==> src/rtl/dma_transmit_csr_if.sv <==
// dma_transmit_csr_if: Avalon-MM bus bundle between the host and the DMA transmit CSR block.
interface dma_transmit_csr_if #(parameter int ADDR_W = 3);
    logic [ADDR_W-1:0] address;
    logic              read;
    logic              write;
    logic [31:0]       writedata;
    logic [31:0]       readdata;
    logic              readdatavalid;
    modport master (output address, read, write, writedata, input readdata, readdatavalid);
    modport slave  (input address, read, write, writedata, output readdata, readdatavalid);
endinterface

==> src/rtl/dma_transmit_csr.sv <==
// dma_transmit_csr: per-channel enable/start/busy/done CSRs with masked irq and completion counter.
module dma_transmit_csr #(
    parameter int N_CH   = 4,
    parameter int CNT_W  = 16,
    parameter int ADDR_W = 3
) (
    input  logic                clk,
    input  logic                reset,
    dma_transmit_csr_if.slave   avs_s0,
    output logic [N_CH-1:0]     dma_transmit_on,
    output logic [N_CH-1:0]     dma_start,
    input  logic [N_CH-1:0]     dma_done,
    output logic                irq
);
    typedef enum logic [1:0] {IDLE, START, RUN} state_e;
    localparam logic [ADDR_W-1:0] A_CTRL  = ADDR_W'(0);
    localparam logic [ADDR_W-1:0] A_START = ADDR_W'(1);
    localparam logic [ADDR_W-1:0] A_BUSY  = ADDR_W'(2);
    localparam logic [ADDR_W-1:0] A_DONE  = ADDR_W'(3);
    localparam logic [ADDR_W-1:0] A_IRQEN = ADDR_W'(4);
    localparam logic [ADDR_W-1:0] A_CNT   = ADDR_W'(5);

    state_e            state_q [N_CH];
    state_e            state_d [N_CH];
    logic [N_CH-1:0]   ctrl_q, ctrl_d, done_q, done_d, irq_en_q, irq_en_d, busy, acc;
    logic [CNT_W-1:0]  cnt_q, cnt_d, inc;
    logic [31:0]       rdata_q, rdata_d, rd_word;
    logic              rdv_q;
    logic [N_CH-1:0]   wd;
    logic              unused_wd_hi;

    assign wd           = avs_s0.writedata[N_CH-1:0];
    assign unused_wd_hi = ^avs_s0.writedata[31:N_CH];

    logic wr_ctrl, wr_start, wr_done, wr_irqen, wr_cnt;
    assign wr_ctrl  = avs_s0.write && avs_s0.address == A_CTRL;
    assign wr_start = avs_s0.write && avs_s0.address == A_START;
    assign wr_done  = avs_s0.write && avs_s0.address == A_DONE;
    assign wr_irqen = avs_s0.write && avs_s0.address == A_IRQEN;
    assign wr_cnt   = avs_s0.write && avs_s0.address == A_CNT;

    always_comb begin
        busy      = '0;
        acc       = '0;
        dma_start = '0;
        inc       = '0;
        for (int i = 0; i < N_CH; i++) begin
            busy[i]      = state_q[i] != IDLE;
            dma_start[i] = state_q[i] == START;
            acc[i]       = state_q[i] == RUN && dma_done[i];
            inc          = inc + CNT_W'(acc[i]);
            // CTRL is sampled from the register, so a same-cycle CTRL write does not gate this start
            state_d[i]   = (state_q[i] == IDLE && wr_start && wd[i] && ctrl_q[i]) ? START :
                           state_q[i] == START ? RUN :
                           acc[i] ? IDLE : state_q[i];
        end
        ctrl_d   = wr_ctrl ? wd : ctrl_q;
        irq_en_d = wr_irqen ? wd : irq_en_q;
        done_d   = (done_q & ~(wr_done ? wd : '0)) | acc;
        cnt_d    = (wr_cnt ? '0 : cnt_q) + inc;
        rd_word  = avs_s0.address == A_CTRL  ? 32'(ctrl_q)   :
                   avs_s0.address == A_BUSY  ? 32'(busy)     :
                   avs_s0.address == A_DONE  ? 32'(done_q)   :
                   avs_s0.address == A_IRQEN ? 32'(irq_en_q) :
                   avs_s0.address == A_CNT   ? 32'(cnt_q)    : '0;
        rdata_d  = avs_s0.read ? rd_word : rdata_q;
    end

    always_ff @(posedge clk or posedge reset) begin
        if (reset) begin
            state_q  <= '{default: IDLE};
            ctrl_q   <= '0;
            done_q   <= '0;
            irq_en_q <= '0;
            cnt_q    <= '0;
            rdata_q  <= '0;
            rdv_q    <= 1'b0;
        end else begin
            state_q  <= state_d;
            ctrl_q   <= ctrl_d;
            done_q   <= done_d;
            irq_en_q <= irq_en_d;
            cnt_q    <= cnt_d;
            rdata_q  <= rdata_d;
            rdv_q    <= avs_s0.read;
        end
    end

    assign avs_s0.readdata      = rdata_q;
    assign avs_s0.readdatavalid = rdv_q;
    assign dma_transmit_on      = ctrl_q;
    assign irq                  = |(done_q & irq_en_q);
endmodule

==> src/flat_wrapper.sv <==
// flat-port wrapper written by rule: the top's interface ports become plain ports
module dma_transmit_csr_flat 
#(
    parameter int N_CH   = 4,
    parameter int CNT_W  = 16,
    parameter int ADDR_W = 3
)
  (clk, reset, dma_transmit_on, dma_start, dma_done, irq, avs_s0_address, avs_s0_read, avs_s0_write, avs_s0_writedata, avs_s0_readdata, avs_s0_readdatavalid);
  dma_transmit_csr_if #(.ADDR_W(ADDR_W)) avs_s0_i ();
  input  logic clk;
  input  logic reset;
  output logic [N_CH-1:0] dma_transmit_on;
  output logic [N_CH-1:0] dma_start;
  input  logic [N_CH-1:0] dma_done;
  output logic irq;
  input wire logic [$bits(avs_s0_i.address)-1:0] avs_s0_address;
  input wire logic [$bits(avs_s0_i.read)-1:0] avs_s0_read;
  input wire logic [$bits(avs_s0_i.write)-1:0] avs_s0_write;
  input wire logic [$bits(avs_s0_i.writedata)-1:0] avs_s0_writedata;
  output wire logic [$bits(avs_s0_i.readdata)-1:0] avs_s0_readdata;
  output wire logic [$bits(avs_s0_i.readdatavalid)-1:0] avs_s0_readdatavalid;
  assign avs_s0_i.address = avs_s0_address;
  assign avs_s0_i.read = avs_s0_read;
  assign avs_s0_i.write = avs_s0_write;
  assign avs_s0_i.writedata = avs_s0_writedata;
  assign avs_s0_readdata = avs_s0_i.readdata;
  assign avs_s0_readdatavalid = avs_s0_i.readdatavalid;
  dma_transmit_csr #(.N_CH(N_CH), .CNT_W(CNT_W), .ADDR_W(ADDR_W)) u_core (.clk(clk), .reset(reset), .avs_s0(avs_s0_i), .dma_transmit_on(dma_transmit_on), .dma_start(dma_start), .dma_done(dma_done), .irq(irq));
endmodule
==> config.mk <==
export PLATFORM = sky130hd
export DESIGN_NAME = dma_transmit_csr_flat
export DESIGN_NICKNAME = d
export VERILOG_FILES = /design/src/rtl/dma_transmit_csr_if.sv /design/src/rtl/dma_transmit_csr.sv /design/src/flat_wrapper.sv
export SDC_FILE = /design/constraint.sdc
export NUM_CORES = 1
export LEC_CHECK = 0
export ABC_AREA = 1
export CORE_MARGIN = 8
export CORE_UTILIZATION = 43
export CTS_CLUSTER_DIAMETER = 30
export DETAILED_ROUTE_END_ITERATION = 8
export PLACE_DENSITY = 0.78
export SYNTH_ARGS = -nofsm -noshare
export SYNTH_HDL_FRONTEND = slang
export SYNTH_SLANG_ARGS = --single-unit
==> constraint.sdc <==
create_clock -name clk -period 2.65 [get_ports clk]
set_clock_uncertainty 0.2 [all_clocks]
set_input_delay 0.3975 -clock clk [delete_from_list [all_inputs] [get_ports clk]]
set_output_delay 0.3975 -clock clk [all_outputs]
set_load 0.02 [all_outputs]
* Yosys cells after proc, flatten, opt, wreduce, memory -nomap -nowiden *
Cells that the tools add are included.

operators by class
  equality and inequality tests = 13
  bitwise gates (word level) = 4
  $lt $le $gt $ge = 0
  reductions and logical operators = 35
  shift-type cells = 0
  add/sub/neg operators = 4
  divide/modulo/power cells = 0
  $mul = 0
  muxes and demuxes = 19

operators by type and width
  kind                                                                   count
  32-bit 2-to-1 mux                                                      4
  16-bit by 1-bit adder with 16-bit output                               2
  16-bit 2-to-1 mux                                                      2
  2-bit 2-to-1 mux                                                       12
  1-bit logical AND                                                      21
  16-bit adder                                                           1
  3-bit nonzero test                                                     4
  4-bit bitwise AND                                                      2
  2-bit by 1-bit equality test with 1-bit output, second input constant  4
  2-bit equality test, second input constant                             4
  2-bit zero test                                                        4
  2-bit nonzero test                                                     4
  3-bit by 2-bit equality test with 1-bit output, second input constant  2
  3-bit equality test, second input constant                             2
  4-bit 2-to-1 mux                                                       1
  4-bit inverter                                                         1
  4-bit bitwise OR                                                       1
  4-bit OR reduction                                                     1
  3-bit by 1-bit equality test with 1-bit output, second input constant  1
  3-bit zero test                                                        1
  1-bit by 1-bit adder with 2-bit output                                 1

storage, ports and cells
  input bits = 43
  memories = 0
  ROM bits = 0
  bits in writable memories = 0
  latch bits = 0
  word-level logic and storage cells = 85
  register bits after elaboration = 69

* Depth between registers and ports, before layout *
  word-level depth = 6
  gate-level depth with buffers = 18

* Worst setup path after synthesis *
OpenSTA, ideal clock, no wires.

  kind = input-to-reg
  start = input port avs_s0_address[1]
  end = register u_core.cnt_q[10]
  arrival time = 2.594 ns
  required time = 2.333 ns
  setup slack = -0.262 ns
  stages on the path = 18
  path buffers = 2
  path through = inv_1 -> nand4_1 -> buf_6 -> buf_2 -> nand2_1 -> fa_1 -> inv_1 -> ha_1 -> inv_1 -> fa_1 -> inv_1 -> nand2_1 -> nand2_1 -> nand3_1 -> inv_1 -> nand3_1 -> nand3_1 -> nand2_1

on the way
  cells in the longest elaborated chain, start to end = 4

ends and longest elaborated chain
  item                  RTL line                source
  start, declared       flat_wrapper.sv:16      input wire logic [$bits(avs_s0_i.address)-1:0] avs_s0_address;
  3-bit equality test   dma_transmit_csr.sv:40  assign wr_cnt = avs_s0.write && avs_s0.address == A_CNT;
  1-bit logical AND     dma_transmit_csr.sv:40
  16-bit 2-to-1 mux     dma_transmit_csr.sv:60  cnt_d = (wr_cnt ? '0 : cnt_q) + inc;
  16-bit adder          dma_transmit_csr.sv:60
  via u_core.cnt_d[10]  dma_transmit_csr.sv:26  logic [CNT_W-1:0] cnt_q, cnt_d, inc;
  end signal, assigned  dma_transmit_csr.sv:83  cnt_q <= cnt_d;
  end, declared         dma_transmit_csr.sv:26

The timed path passes the listed nets, and every way through them passes these cells.
A chain may end at the register's enable or synchronous reset.

* Worst setup path in the final report *
  start = register u_core.state_q[6] in the netlist's numbering
  end = register u_core.done_q[0]

on the way
  cells in the longest elaborated chain, start to end = 3

ends and longest elaborated chain
  item                    RTL line                source
  start, declared         dma_transmit_csr.sv:23  state_e state_q [N_CH];
  start signal, assigned  dma_transmit_csr.sv:79  state_q <= state_d;
  2-bit equality test     dma_transmit_csr.sv:50  acc[i] = state_q[i] == RUN && dma_done[i];
  1-bit logical AND       dma_transmit_csr.sv:50
  4-bit bitwise OR        dma_transmit_csr.sv:59  done_d = (done_q & ~(wr_done ? wd : '0)) | acc;
  via u_core.done_d[0]    dma_transmit_csr.sv:25  logic [N_CH-1:0] ctrl_q, ctrl_d, done_q, done_d, irq_en_q, irq_en_d, busy, acc;
  end signal, assigned    dma_transmit_csr.sv:81  done_q <= done_d;
  end, declared           dma_transmit_csr.sv:25

The timed path passes the listed nets, and every way through them passes these cells.

==> run_results.csv <==
group,metric,value,unit
clocking,numCtsBuffers,5,
sta,period_share,1.148,
logic_synthesis,seq_area_frac_synth,0.4665,
pwr,power,1609,uW
global_route,grt_pass1_vias,2681,
outcome,violations,"negative setup slack",
drt,totalWireLength,7454,um
setup_path,reg2reg_slack,-0.39,ns
layout,fin_cells,516,
logic_synthesis,avgSynthCellArea,7.918,um2
placement,portBuffers,40,
logic_synthesis,netlist_top_cells_area,"dfrtp_1 (47%), nand2_1 (12%), nand3_1 (7.9%)",
setup_path,worstSetupPathType,"reg -> reg",
job,maxCapViolations,0,
die,die_y,97.31,um
pwr,leakage,0.001911,uW
pwr,power_density,426.0,mW/mm2
sta,max_freq,328.7,MHz
sta,min_period,3.043,ns
logic_synthesis,yosysUniqueCellTypes,25,
sta,setup_viol,11,
clocking,cts_max_level,2,
drt,viasPerCell,5.060,
sta,worst_slew_pin_slew,0.5453,ns
layout,drive_gt1_frac,0.2096,
sta,report.final.slew_viol_count,0,
setup_path,arrival,3.10,ns
placement,dp.cells,487,
clocking,cts_buffer_depth,2,
drt,postRouteAntennaNets,0,
drt,wl_per_cell,14.45,um
setup_path,end_kind,"register",
die,core_area,0.006386,mm2
clocking,insertion_delay,0.31,ns
sta,rsz0062_at_grt,"true",
sta,relSlewSlack,0.6361,
logic_synthesis,syn_inst,359,
clocking,root_buffer,"clkbuf_8",
sta,worst_slack,-0.3926,ns
drt,via_count,2611,
die,dieArea,0.009469,mm2
clocking,cts_sinks,53,
die,rows,29,
layout,fillers,544,
global_route,grt_pass1_wl,12580,um
setup_path,crit_fanout,2,
layout,n_antenna_cell,0,
logic_synthesis,synth_top_area_frac,0.4665,
logic_synthesis,ys_seq_elements,53,
placement,dp_slack,-0.7275,ns
global_route,antenna_found_initial,0,
global_route,track_usage,0.1601,
drt,drt_iter0_drc,262,
placement,gp_congestion,0.8821,
clocking,clk_pin_slew,0.10,ns
drt,drc,0,
drt,dr.pass1.iters,5,
logic_synthesis,synth_warnings,0,
pwr,ir_drop,0.2671,mV
hold_path,hp-class,"in -> async",
logic_synthesis,synthesis.area,0.002843,mm2
die,initial_core_util,0.4451,
sta,final-hold-violation-count,0,
setup_path,cp-start-kind,"register",
setup_path,cp.required,2.70,ns
logic_synthesis,yosysTopAreaCell,"dfrtp_1",
layout,area_growth,32.83,%
placement,post-dp-hpwl,5273,um
die,die_w,97.31,um
sta,finalSetupTns,-1.880,ns
global_route,grt-ovfl-total,0,
global_route,grt_max_degree,35,
layout,fin_nets,489,
clocking,tritoncts,"built",
outcome,status,"finished with violations",
die,ioPinCount,85,
## cells by family after synthesis
group,Yosys count,share of synthesized area
flops,53,0.4665
other cells,1,0.001319
fa+ha+maj,7,0.03609
simple gates,187,0.2857
compound gates,29,0.05634
buf+inv,75,0.1325
xor+xnor,7,0.02157
## power by group
part           internal, uW  switching (uW)
sequential              838            24.8
clock                   275             265
combinational          77.8             128
## path summary, 6_finish.rpt
| kind | startpoint | endpoint | cells after the start |
|---|---|---|---|
| setup / recovery | u_core.state_q[6] | u_core.done_q[0] | 21 |
| hold / removal | reset | u_core.avs_s0.readdatavalid | 2 |
| setup reg to reg | u_core.state_q[6] | u_core.done_q[0] | 21 |
| hold reg to reg | u_core.avs_s0.readdata[13] | u_core.avs_s0.readdata[13] | 2 |
| max in group asynchronous | reset | u_core.cnt_q[3] | 3 |
| min in group clk | u_core.avs_s0.readdata[13] | u_core.avs_s0.readdata[13] | 2 |
## synthesized netlist by cell type, drive strengths merged
| master | count |
|---|---|
| nand2 | 96 |
| dfrtp | 53 |
| inv | 48 |
| nand3 | 46 |
| nor2 | 33 |
| buf | 25 |
| o21ai | 23 |
| nand4 | 10 |
| ha | 5 |
| o31ai | 4 |
| xnor2 | 4 |
| xor2 | 3 |
| clkbuf | 2 |
| fa | 2 |
| nor3 | 2 |
| o21bai | 2 |
| conb | 1 |
## flip-flops by register name (all words and copies together), names as in the netlist
name	cells
u_core.dma_transmit_on	4
u_core.avs_s0.readdatavalid	1
u_core.state_q	8
u_core.avs_s0.readdata	16
u_core.cnt_q	16
u_core.irq_en_q	4
u_core.done_q	4
## worst max-delay path, stage by stage (launching register included)
cell,delay (ns)
dfrtp_1,0.40
inv_2,0.07
nand3_2,0.08
buf_4,0.14
buf_4,0.12
buf_4,0.12
buf_4,0.12
buf_4,0.12
buf_4,0.12
buf_4,0.12
buf_4,0.12
buf_4,0.12
buf_4,0.12
buf_4,0.12
buf_4,0.12
buf_4,0.12
buf_4,0.12
buf_4,0.12
buf_4,0.12
buf_4,0.13
buf_4,0.13
nand2_2,0.06
## metrics by stage
step	utilization	hold slack, ns	area (um2)
6_report	0.5913	0.2105	3776
5_1_grt	0.5913	0.2429	3776
4_1_cts	0.5856	0.2372	3740
3_5_place_dp	0.5331	0.2644	3405
3_3_place_gp	0.5331	0.2649	3405
2_1_floorplan	-	0.2289	2925
## cell type report
class | instances | area, um2 | area share
clock inverters | 2 | 35.03 | 0.009278
well taps | 77 | 96.34 | 0.02551
clock buffers | 5 | 68.82 | 0.01822
flip-flops and latches | 53 | 1326 | 0.3512
multi-input cells | 246 | 1304 | 0.3453
repair buffers | 85 | 763.2 | 0.2021
inverters | 48 | 182.7 | 0.04838
## what timing repair did
item / in CTS / in global routing
hold buffers: 0 / 0
pin swaps: 14 / 15
buffers inserted: 20 / 2
resized for setup: 28 / 7
setup endpoints to repair: 13 / 14
## cell usage in the layout, fill, tap and decap left out, drive strengths merged, types with 6 or more instances in the layout
cell,netlist,layout
clkdlybuf4s50,0,34
buf,25,45
dlygate4sd2,0,6
o21ai,23,23
inv,48,48
nand3,46,46
nor2,33,33
conb,1,16
nand2,96,96
dfrtp,53,53
nand4,10,10
## metal layers
layer,global-route usage,up-vias,share of wire
li1,-,1257,-
met1,0.1908,1251,0.42
met2,0.2740,91,0.49
met3,0.03485,12,0.064
met4,0.06177,0,0.018
met5,0,-,0
(Power assumes the default switching activity.)
